===== config.mk =====
export PLATFORM = sky130hd
export DESIGN_NAME = if_id_reg
export DESIGN_NICKNAME = d
export VERILOG_FILES = /design/src/rtl/if_id_reg_pkg.sv /design/src/rtl/if_id_reg_fetch_exc_check.sv /design/src/rtl/if_id_reg.sv
export SDC_FILE = /design/constraint.sdc
export NUM_CORES = 1
export LEC_CHECK = 0
export CORE_MARGIN = 2
export CORE_UTILIZATION = 38
export DETAILED_ROUTE_END_ITERATION = 10
export GPL_ROUTABILITY_DRIVEN = 0
export PLACE_DENSITY = 0.81
export SETUP_SLACK_MARGIN = 0.1
export SLEW_MARGIN = 20
export SYNTH_ARGS = -nofsm -noshare
export SYNTH_HDL_FRONTEND = slang
export SYNTH_HIERARCHICAL = 1
export SYNTH_SLANG_ARGS = --single-unit

===== constraint.sdc =====
create_clock -name clk -period 3.5 [get_ports clk]
set_input_delay 1.05 -clock clk [delete_from_list [all_inputs] [get_ports clk]]
set_output_delay 1.05 -clock clk [all_outputs]
set_load 0.02 [all_outputs]

===== src/rtl/if_id_reg_pkg.sv =====
// Constants and entry type shared by the IF/ID register, CP0 and the other stage registers.
package if_id_reg_pkg;

  localparam logic [4:0]  EXC_NONE  = 5'd0;
  localparam logic [4:0]  EXC_ADEL  = 5'd4;
  localparam logic [31:0] TEXT_LO   = 32'h0000_3000;
  localparam logic [31:0] TEXT_HI   = 32'h0000_6FFC;
  localparam logic [31:0] NOP_INSTR = 32'h0000_0000;

  typedef struct packed {
    logic [31:0] instr;
    logic [31:0] pc;
    logic [31:0] pcnxt;
    logic        bd;
    logic [4:0]  exc_code;
    logic        exc_valid;
    logic        valid;
  } id_entry_t;

  // Bubble entry: a nop with no PC, no exception and the valid bit clear.
  function automatic id_entry_t bubble();
    id_entry_t e;
    e           = '0;
    e.instr     = NOP_INSTR;
    e.exc_code  = EXC_NONE;
    return e;
  endfunction

endpackage


===== src/rtl/if_id_reg_fetch_exc_check.sv =====
// Fetch address check: flags misaligned or out-of-text-segment instruction addresses (AdEL).
module fetch_exc_check #(
  parameter logic [31:0] TEXT_LO = if_id_reg_pkg::TEXT_LO,
  parameter logic [31:0] TEXT_HI = if_id_reg_pkg::TEXT_HI
) (
  input  logic [31:0] InstAddr,
  output logic        adel
);

  always_comb begin
    adel = (InstAddr[1:0] != 2'b00) || (InstAddr < TEXT_LO) || (InstAddr > TEXT_HI);
  end

endmodule


===== src/rtl/if_id_reg.sv =====
// IF/ID pipeline register: captures fetch results, tags AdEL faults, and stalls or flushes to a bubble.
module if_id_reg
  import if_id_reg_pkg::*;
#(
  parameter logic [31:0] TEXT_LO  = if_id_reg_pkg::TEXT_LO,
  parameter logic [31:0] TEXT_HI  = if_id_reg_pkg::TEXT_HI,
  parameter logic [4:0]  EXC_ADEL = if_id_reg_pkg::EXC_ADEL
) (
  input  logic        clk,
  input  logic        reset,
  input  logic        Froze,
  input  logic        requestInt,
  input  logic        EretD,
  input  logic        BranchD,
  input  logic [31:0] InstAddr,
  input  logic [31:0] PCNxt,
  input  logic [31:0] InstrF,
  output logic [31:0] InstrD,
  output logic [31:0] PCD,
  output logic [31:0] PCNxtD,
  output logic        BDD,
  output logic [4:0]  ExcCodeD,
  output logic        ExcValidD,
  output logic        ValidD
);

  logic      adel;
  id_entry_t q;
  id_entry_t d;

  fetch_exc_check #(
    .TEXT_LO (TEXT_LO),
    .TEXT_HI (TEXT_HI)
  ) u_fetch_exc_check (
    .InstAddr (InstAddr),
    .adel     (adel)
  );

  // Interrupt flush outranks the stall; eret squash only applies when not stalled.
  always_comb begin
    d = q;
    if (requestInt) begin
      d = bubble();
    end else if (Froze) begin
      d = q;
    end else if (EretD) begin
      d = bubble();
    end else begin
      d.pc    = InstAddr;
      d.pcnxt = PCNxt;
      d.bd    = BranchD;
      d.valid = 1'b1;
      if (adel) begin
        d.instr     = NOP_INSTR;
        d.exc_valid = 1'b1;
        d.exc_code  = EXC_ADEL;
      end else begin
        d.instr     = InstrF;
        d.exc_valid = 1'b0;
        d.exc_code  = EXC_NONE;
      end
    end
  end

  always_ff @(posedge clk or posedge reset) begin
    if (reset) begin
      q <= '0;
    end else begin
      q <= d;
    end
  end

  assign InstrD    = q.instr;
  assign PCD       = q.pc;
  assign PCNxtD    = q.pcnxt;
  assign BDD       = q.bd;
  assign ExcCodeD  = q.exc_code;
  assign ExcValidD = q.exc_valid;
  assign ValidD    = q.valid;

endmodule

==> metrics.yaml <==
sta:
  slew_headroom: 0.302
  min_period_ns: 2.82
  rsz0062_at_grt: "false"
  worst_slew_pin_slew_ns: 1.05
  setup_violations: 0
  hold_viol: 0
  finClkSkew_ns: 0
  timing.fmax_ghz: 0.354
  final.setup.worst_slack_ns: 0.678
  post-route-period-util: 0.806
  drv_slew: 0
  tns_ns: 0
yosys:
  syn-cell-area_sq_um: 4620
  synthTopCellsByArea: "dfrtp_1, or3b_1, a21oi_1"
  synth_ff_type: "dfrtp_1"
  synthCells: 459
  synth_edf_count: 0
  synth_top_area_cell: "dfrtp_1"
  synth_most_common_cell: "nand2_1"
  synthTopCellsByCount: "nand2_1, a21oi_1, dfrtp_1"
  synth.avg_cell_area_sq_um: 10.1
  yosysWarnings: 6
  ys_types: 18
  yosysTopAreaCellShare: 0.536
  async_flop_share: 1.00
  ys_seq_area_frac: 0.536
  ys_ff_latch: 99
cells_and_area:
  syn2layout_area_growth_pct: 48.7
  design_area_sq_um: 6870
  n_antenna_cell: 0
  fin_nets: 729
  nFillCells: 1054
  drive_gt1_frac: 0.0396
  fin_cells: 779
global_routing:
  grt_max_degree: 108
  grt-ovfl-total: 0
  antenna_found_initial: 0
  grt_usage: 0.194
  grt_pass1_wl_microns: 20100
  grt_pass1_vias: 3939
clock_network:
  clock-sinks: 99
  htree_levels: 3
  clk_latency_ns: 0.34
  cts_tree: "done"
  postCtsSetupRepairBufs: 0
  ctsHoldBuffers: 0
  cts_max_path_buffers: 2
  post_cts_resize_count: 0
  cts_buffers: 9
  clkTransAtPathRegs_ns: 0.06
  cts_root_buffer: "clkbuf_16"
detailed_routing:
  vias_per_cell: 5.14
  routed.top_layer: "met4"
  drtIter0Drc: 284
  dr.pass1.iters: 5
  drc: 0
  vias: 4006
  m1WireLength_microns: 5270
  wl_met2_microns: 6270
  wl_per_cell_microns: 16.1
  drt.antenna.violating_nets: 0
  wl_microns: 12500
  dr_wl_met3_microns: 720
floorplan:
  core_area_sq_um: 12000
  initial_core_util: 0.386
  die_h_microns: 114
  die_w_microns: 114
  io_pins: 206
  rows: 40
  die_area_sq_um: 13100
place:
  dp_cells: 763
  post-place-ws_ns: 0.364
  dp_hpwl_microns: 8290
  postPlaceCellArea_sq_um: 6580
  numPortBuffers: 201
critical_path:
  setup.worst_path.class: "in2reg"
  worstSetupStartpointType: "input pin"
  crit_chain: "clkdlybuf4s50_1 -> nor4_1 -> and3_1 -> nand4_1 -> buf_4 -> or4b_1 -> a21oi_1"
  critPathLaunch: "InstAddr[0]"
  crit_fanout: 33
  cp_data_required_time_ns: 3.75
  cpPeakStageDelay_ns: 0.54
  critPathSlowestCell: "or4b_1"
  arrival_ns: 3.07
  cp-end-kind: "flip-flop"
  r2r_start: "PCNxtD[7]"
hold_path:
  hp-class: "reg2reg"
  hold_start: "PCD[28]"
flow_run:
  maxCapViolations: 0
pwr:
  leakagePower_nw: 2.72
  powerDensity_nw_per_um2: 371
  ir_drop_uv: 170
outcome:
  status: "finished clean"
[path summary, 6_finish.rpt]
kind | to | cells after the start | slack (ns)
max in group asynchronous | PCD[11] | 3 | 1.88
setup reg to reg | PCNxtD[7] | 2 | 2.80
setup / recovery | InstrD[20] | 7 | 0.68
min in group asynchronous | PCNxtD[31] | 3 | 1.20
hold / removal | PCD[28] | 2 | 0.52
hold reg to reg | PCD[28] | 2 | 0.52
[critical path, delay by kind of cell]
| family | cells | cell delay (ns) |
|---|---|---|
| compound gates | 1 | 0.16 |
| buf+inv | 2 | 0.68 |
| simple gates | 4 | 1.15 |
[cells by family after synthesis]
| group | after synthesis | share of synthesized area |
|---|---|---|
| and+or+nand+nor | 206 | 0.286 |
| AOI/OAI and AO/OA | 99 | 0.107 |
| DFF | 99 | 0.536 |
| buffers and inverters | 53 | 0.0677 |
| xor gates and xnor gates | 1 | 0.00190 |
| other | 1 | 0.000812 |
[sequential cells by signal (all words and copies together) (netlist names)]
register  count
InstrD       32
PCD          32
PCNxtD       32
BDD           1
ExcCodeD      1
ValidD        1
[area by class of cell]
type | count | area, sq um | share of cell area
sequential | 99 | 2480 | 0.361
timing repair buffer | 206 | 2060 | 0.300
multi-input combinational | 310 | 1840 | 0.268
clock buffer | 11 | 243 | 0.0353
tap | 147 | 184 | 0.0268
clock inverter | 5 | 52.6 | 0.00765
inverter | 1 | 7.51 | 0.00109
[power breakdown]
| group | total [mW] | switching (mW) | leakage [nW] | internal (mW) |
|---|---|---|---|---|
| clock network | 1.00 | 0.430 | 0.145 | 0.571 |
| logic | 0.363 | 0.174 | 1.22 | 0.189 |
| registers | 1.19 | 0.0151 | 1.36 | 1.17 |
| total | 2.55 | 0.619 | 2.72 | 1.93 |
[per-stage QoR]
| step | total power [mW] | utilization | hold WS [ns] |
|---|---|---|---|
| 3_5_place_dp | 1.57 | 0.550 | 0.512 |
| 5_1_grt | 2.65 | 0.574 | 0.534 |
| 2_1_floorplan | 1.39 | - | 0.607 |
| 4_1_cts | 2.58 | 0.574 | 0.521 |
| 6_report | 2.55 | 0.574 | 0.517 |
| 3_3_place_gp | 1.57 | 0.550 | 0.505 |
[cell usage in the layout, fill, tap and decap left out, drive strengths merged]
cell,netlist,final
xnor2,1,1
conb,1,4
and3,1,1
clkinv,0,3
nand2,100,100
bufinv,0,1
clkdlybuf4s50,0,198
or4b,32,32
dfrtp,99,99
nand4,1,1
clkbuf,23,11
nor3,1,1
nor4,4,4
or3b,66,66
buf,29,8
a21oi,99,99
clkinvlp,0,2
or2,1,1
[routing by layer]
| metal | track usage | vias to the layer above |
|---|---|---|
| li1 | - | 1941 |
| met3 | 0.0471 | 19 |
| met5 | 0 | - |
| met4 | 0.0740 | 0 |
| met2 | 0.326 | 137 |
| met1 | 0.241 | 1909 |
Power figures use the tool's default switching activity.
==> edit 1, RTL diff (same settings) <==
Make the reset (`reset`) synchronous in one clocked block.
--- a/src/rtl/if_id_reg.sv
+++ b/src/rtl/if_id_reg.sv
@@ -62,7 +62,7 @@
     end
   end
 
-  always_ff @(posedge clk or posedge reset) begin
+  always_ff @(posedge clk) begin
     if (reset) begin
       q <= '0;
     end else begin
Formal check against the unedited RTL: differs if reset is asserted again (counterexample within 4 cycles, from zero or initial values and one cycle with reset high); with reset held inactive, the same outputs for 10 cycles.
==> edit 1 against the unedited design <==
Sequential share of layout area is 3.0 points lower; highest routed layer unchanged; area after synthesis is 18% lower; non-clock buffer count is 2 higher; total power is 19% lower; critical path type unchanged; sequential cell count stayed put; final area is 13% lower; count of clock-buffer cells in the layout is 1 lower; via count is 11% lower; worst setup slack better by 0.15 ns; register-to-register slack better by 0.05 ns; routed wire length is 15% lower.
==> edit 1: results (changes against the unedited design) <==
Status -> finished, final reports clean
GRT Util Overall -> 19.6% (+0.22 points)
First-pass GRT wire length -> 17300 um (-14%)
Port buffer count -> 201 (unchanged)
1st-iter DRT viols -> 179 (-37%)
Critical-path maximum fanout -> 32 (-3.0%)
Worst path arrival time -> 2.97 ns (-0.10 ns)
Ys Warns -> 6 (unchanged)
Cell variety after synth -> 19 (+1)
Post-CTS Resized -> 0 (unchanged)
Setup Buffers After CTS -> 0 (unchanged)
Synth top area cells -> dfxtp_1 52%, or3b_1 15%, a21oi_1 8.8%
Reg clk slew, reported paths -> 0.09 ns (+0.03 ns)
Sw Pwr -> 0.512 mW (-17%)
Relative slew slack -> 52.3% (+22 points)
H-tree level count -> 3 (unchanged)
Clk_lat worst skew -> 0.35 ns
Largest net degree at the start of global routing -> 56 (-48%)
Ratio of cells with drive above 1 in the final layout -> 4.89% (+0.93 points)
Static leakage -> 2.02 nW (-26%)
Clock Root Buffer -> clkbuf_8
Comb. pwr -> 0.276 mW (-24%)
Seq/Total Area, Yosys -> 52.0% (-1.6 points)
Top post-synthesis cells by count -> 99 x dfxtp_1, 68 x nand2_1, 67 x a21oi_1
Clock skew -> 0 ns (unchanged)
Crit path from -> InstAddr[24]
Nets -> 670 (-8.1%)
Hpwl dp -> 7750 um (-6.6%)
Final setup viols -> 0 (unchanged)
Deepest clock path buffer count -> 2 (unchanged)
Main synth FF type -> dfxtp_1
Via density -> 5.03 (-2.2%)
Reg2Reg Launch Point -> ExcCodeD[2]
Clock net power -> 0.646 mW (-35%)
Vias in the first global route -> 3459 (-12%)
FFs w/ async S/R, synth -> 0% (-100 points)
First-pass DRT Iterations -> 6 (+1)
Core area -> 0.00973 mm2 (-19%)
CTS Buf Count -> 9 (unchanged)
Worst Hold Class -> reg -> reg
Hold path start -> PCNxtD[12]
Initial antenna violation count -> 0 (unchanged)
Wire per inst -> 15.2 um (-5.7%)
Max VDD drop -> 0.225 mV (+32%)
Number of inserted diodes -> 0 (unchanged)
==> edit 1: logic make-up after synthesis <==
kind of cell / count (synthesis) / synth area share, %
other: 1 / 0.0985
xor gates and xnor gates: 1 / 0.230
DFF: 99 / 52.0
AOI/OAI and AO/OA: 99 / 17.2
and+or+nand+nor: 146 / 24.0
buffers and inverters: 44 / 6.41
==> edit 1: area by class of cell <==
class / count / area, um2
tap: 133 / 166
sequential: 99 / 1980
clock inverter: 6 / 41.3
clock buffer: 10 / 128
fill: 845 / 3740
timing repair buffer: 208 / 2060
multi-input combinational: 250 / 1610
==> edit 1: metal layers <==
layer / up-vias / share of wire [%] / track usage (%)
li1: 1744 / - / -
met1: 1654 / 42 / 23.4
met2: 141 / 49 / 33.3
met3: 13 / 8.0 / 6.27
met4: 0 / 1.5 / 6.47
met5: - / 0 / 0
==> edit 1: path summary, 6_finish.rpt <==
path | cells after the start | to | slack (ns)
worst max-delay path | 6 | InstrD[1] | 0.83
worst min-delay path | 2 | PCNxtD[12] | 0.46
worst max register to register | 2 | ExcCodeD[2] | 2.85
worst min register to register | 2 | PCNxtD[12] | 0.46
==> edit 1: critical path, cell delays in order <==
cell,delay (ns)
clkdlybuf4s50_1,0.44
nor4_1,0.48
nand4_1,0.26
nor3_4,0.16
buf_4,0.34
a32o_1,0.22
==> edit 1: stage by stage <==
stage          setup slack, ns  power, mW  cells  cell area [um2]  hold slack [ns]
2_1_floorplan             1.30       1.30    393             3820            0.535
3_3_place_gp             0.558       1.45    690             5810            0.447
3_5_place_dp             0.476       1.45    690             5810            0.452
4_1_cts                  0.859       2.10    706             5980            0.466
5_1_grt                  0.817       2.17    706             5990            0.478
6_report                 0.832       2.07    706             5990            0.463
==> edit 2, RTL diff (config.mk and constraints unchanged) <==
Made on the original files. Put a register stage on the outputs `InstrD`, `PCD`, `PCNxtD`, `BDD`, `ExcCodeD`, `ExcValidD` and `ValidD`, cleared by the reset. The values now appear one clock later.
--- a/src/rtl/if_id_reg.sv
+++ b/src/rtl/if_id_reg.sv
@@ -70,12 +70,24 @@
     end
   end
 
-  assign InstrD    = q.instr;
-  assign PCD       = q.pc;
-  assign PCNxtD    = q.pcnxt;
-  assign BDD       = q.bd;
-  assign ExcCodeD  = q.exc_code;
-  assign ExcValidD = q.exc_valid;
-  assign ValidD    = q.valid;
+  always_ff @(posedge clk or posedge reset) begin
+    if (reset) begin
+      InstrD    <= '0;
+      PCD       <= '0;
+      PCNxtD    <= '0;
+      BDD       <= '0;
+      ExcCodeD  <= '0;
+      ExcValidD <= '0;
+      ValidD    <= '0;
+    end else begin
+      InstrD    <= q.instr;
+      PCD       <= q.pc;
+      PCNxtD    <= q.pcnxt;
+      BDD       <= q.bd;
+      ExcCodeD  <= q.exc_code;
+      ExcValidD <= q.exc_valid;
+      ValidD    <= q.valid;
+    end
+  end
 
 endmodule
Formal check against the unedited RTL: not equivalent (a bounded check fails within 4 cycles, from zero or initial values and one cycle with reset high).
==> edit 2 against the unedited design <==
Total power up 80%; critical path type unchanged; highest routed layer unchanged; final area up 43%; die area up 51%; sequential cell count up 99; routed wire length up 29%; final cell count up 27%; worst setup slack worse by 0.058 ns; area after synthesis up 53%; critical endpoint is now q[89]; largest power group unchanged.
==> edit 2: results (changes against the unedited design) <==
Xor-xnor portion of the synthesized cell area -> 0.124% (-0.066 points)
H-tree level count -> 4 (+1)
Via density -> 4.82 (-6.3%)
Min cycle time layout -> 2.88 ns (+0.0580 ns)
Slew of the pin with the lowest slew margin -> 1.10 ns (+0.0476 ns)
Reg2reg end -> q[83]
Status -> finished, final reports clean
Ratio of cells with drive above 1 in the final layout -> 6.58% (+2.6 points)
CTS Buf Count -> 17 (+8)
Post-synthesis cell count -> 558 (+22%)
Post-place instance area -> 0.00929 mm2 (+41%)
Synth top area cells -> dfrtp_1 70%, or3b_1 8.2%, a21oi_1 7.0%
First-pass DRT Iterations -> 4 (-1)
Reg2reg setup slack -> 2.79 ns (about the same)
Reg2Reg Launch Point -> q[83]
Nets -> 849 (+16%)
Post-place setup slack -> 0.184 ns (-0.180 ns)
Hold path start -> q[46]
Max VDD drop -> 0.340 mV (+100%)
Top post-synthesis cells by count -> 198 x dfrtp_1, 100 x nand2_1, 99 x a21oi_1
Compound-gate portion of the synthesized area -> 6.99% (-3.7 points)
Static leakage -> 4.27 nW (+57%)
Drt total wl -> 16100 um (+29%)
Worst setup path endpoint -> q[89]
Fin cells -> 989 (+27%)
Largest net degree at the start of global routing -> 100 (-7.4%)
Worst path arrival time -> 3.22 ns (+0.15 ns)
Filler instances -> 1551 (+47%)
[edit 2: cell count changes after synthesis]
cell      unedited run  this run
dfrtp_1             99       198
clkbuf_1            23        30
buf_2               10         6
buf_4                9         5
buf_6                9        10
[edit 2: area by class of cell]
class | instances | area, um2 | area share [%]
Inverter | 1 | 7.51 | 0.0763
Timing Repair Buffer | 219 | 2200 | 22.4
Tap cell | 229 | 287 | 2.91
Sequential cell | 198 | 4950 | 50.4
Multi-Input combinational cell | 310 | 1840 | 18.7
Clock inverter | 8 | 75.1 | 0.763
Clock buffer | 24 | 472 | 4.80
[edit 2: worst min-delay path by stage]
stage                             to  slack (ns)  depth (start not counted)
after floorplan           InstrD[24]        0.35                          0
after global placement     PCNxtD[1]        0.36                          0
after detailed placement  PCNxtD[16]        0.36                          0
after CTS                 PCNxtD[16]        0.37                          0
after global routing          ValidD        0.38                          0
final                         PCD[6]        0.37                          0
[edit 2: logic make-up after synthesis]
kind of cell / Yosys count
compound gates: 99
xor+xnor: 1
buf+inv: 53
flops: 198
other cells: 1
simple gates: 206
[edit 2: report_power, final]
part	leakage, nW	internal, mW	switching (mW)	total [mW]
sequential	2.72	2.34	0.0219	2.37
clock	0.256	1.02	0.805	1.82
combinational	1.29	0.204	0.203	0.408
[edit 2: worst reg2reg max path: stages, from the launching register on]
cell,delay [ns]
dfrtp_1,0.39
nand2_1,0.07
a21oi_1,0.08
[edit 2: metal layers]
layer	global-route usage, %	wire length (um)	vias to the layer above
met3	5.95	1030	24
li1	-	-	2292
met4	6.32	376	0
met1	21.8	6930	2316
met2	25.8	7790	136
met5	0	0	-
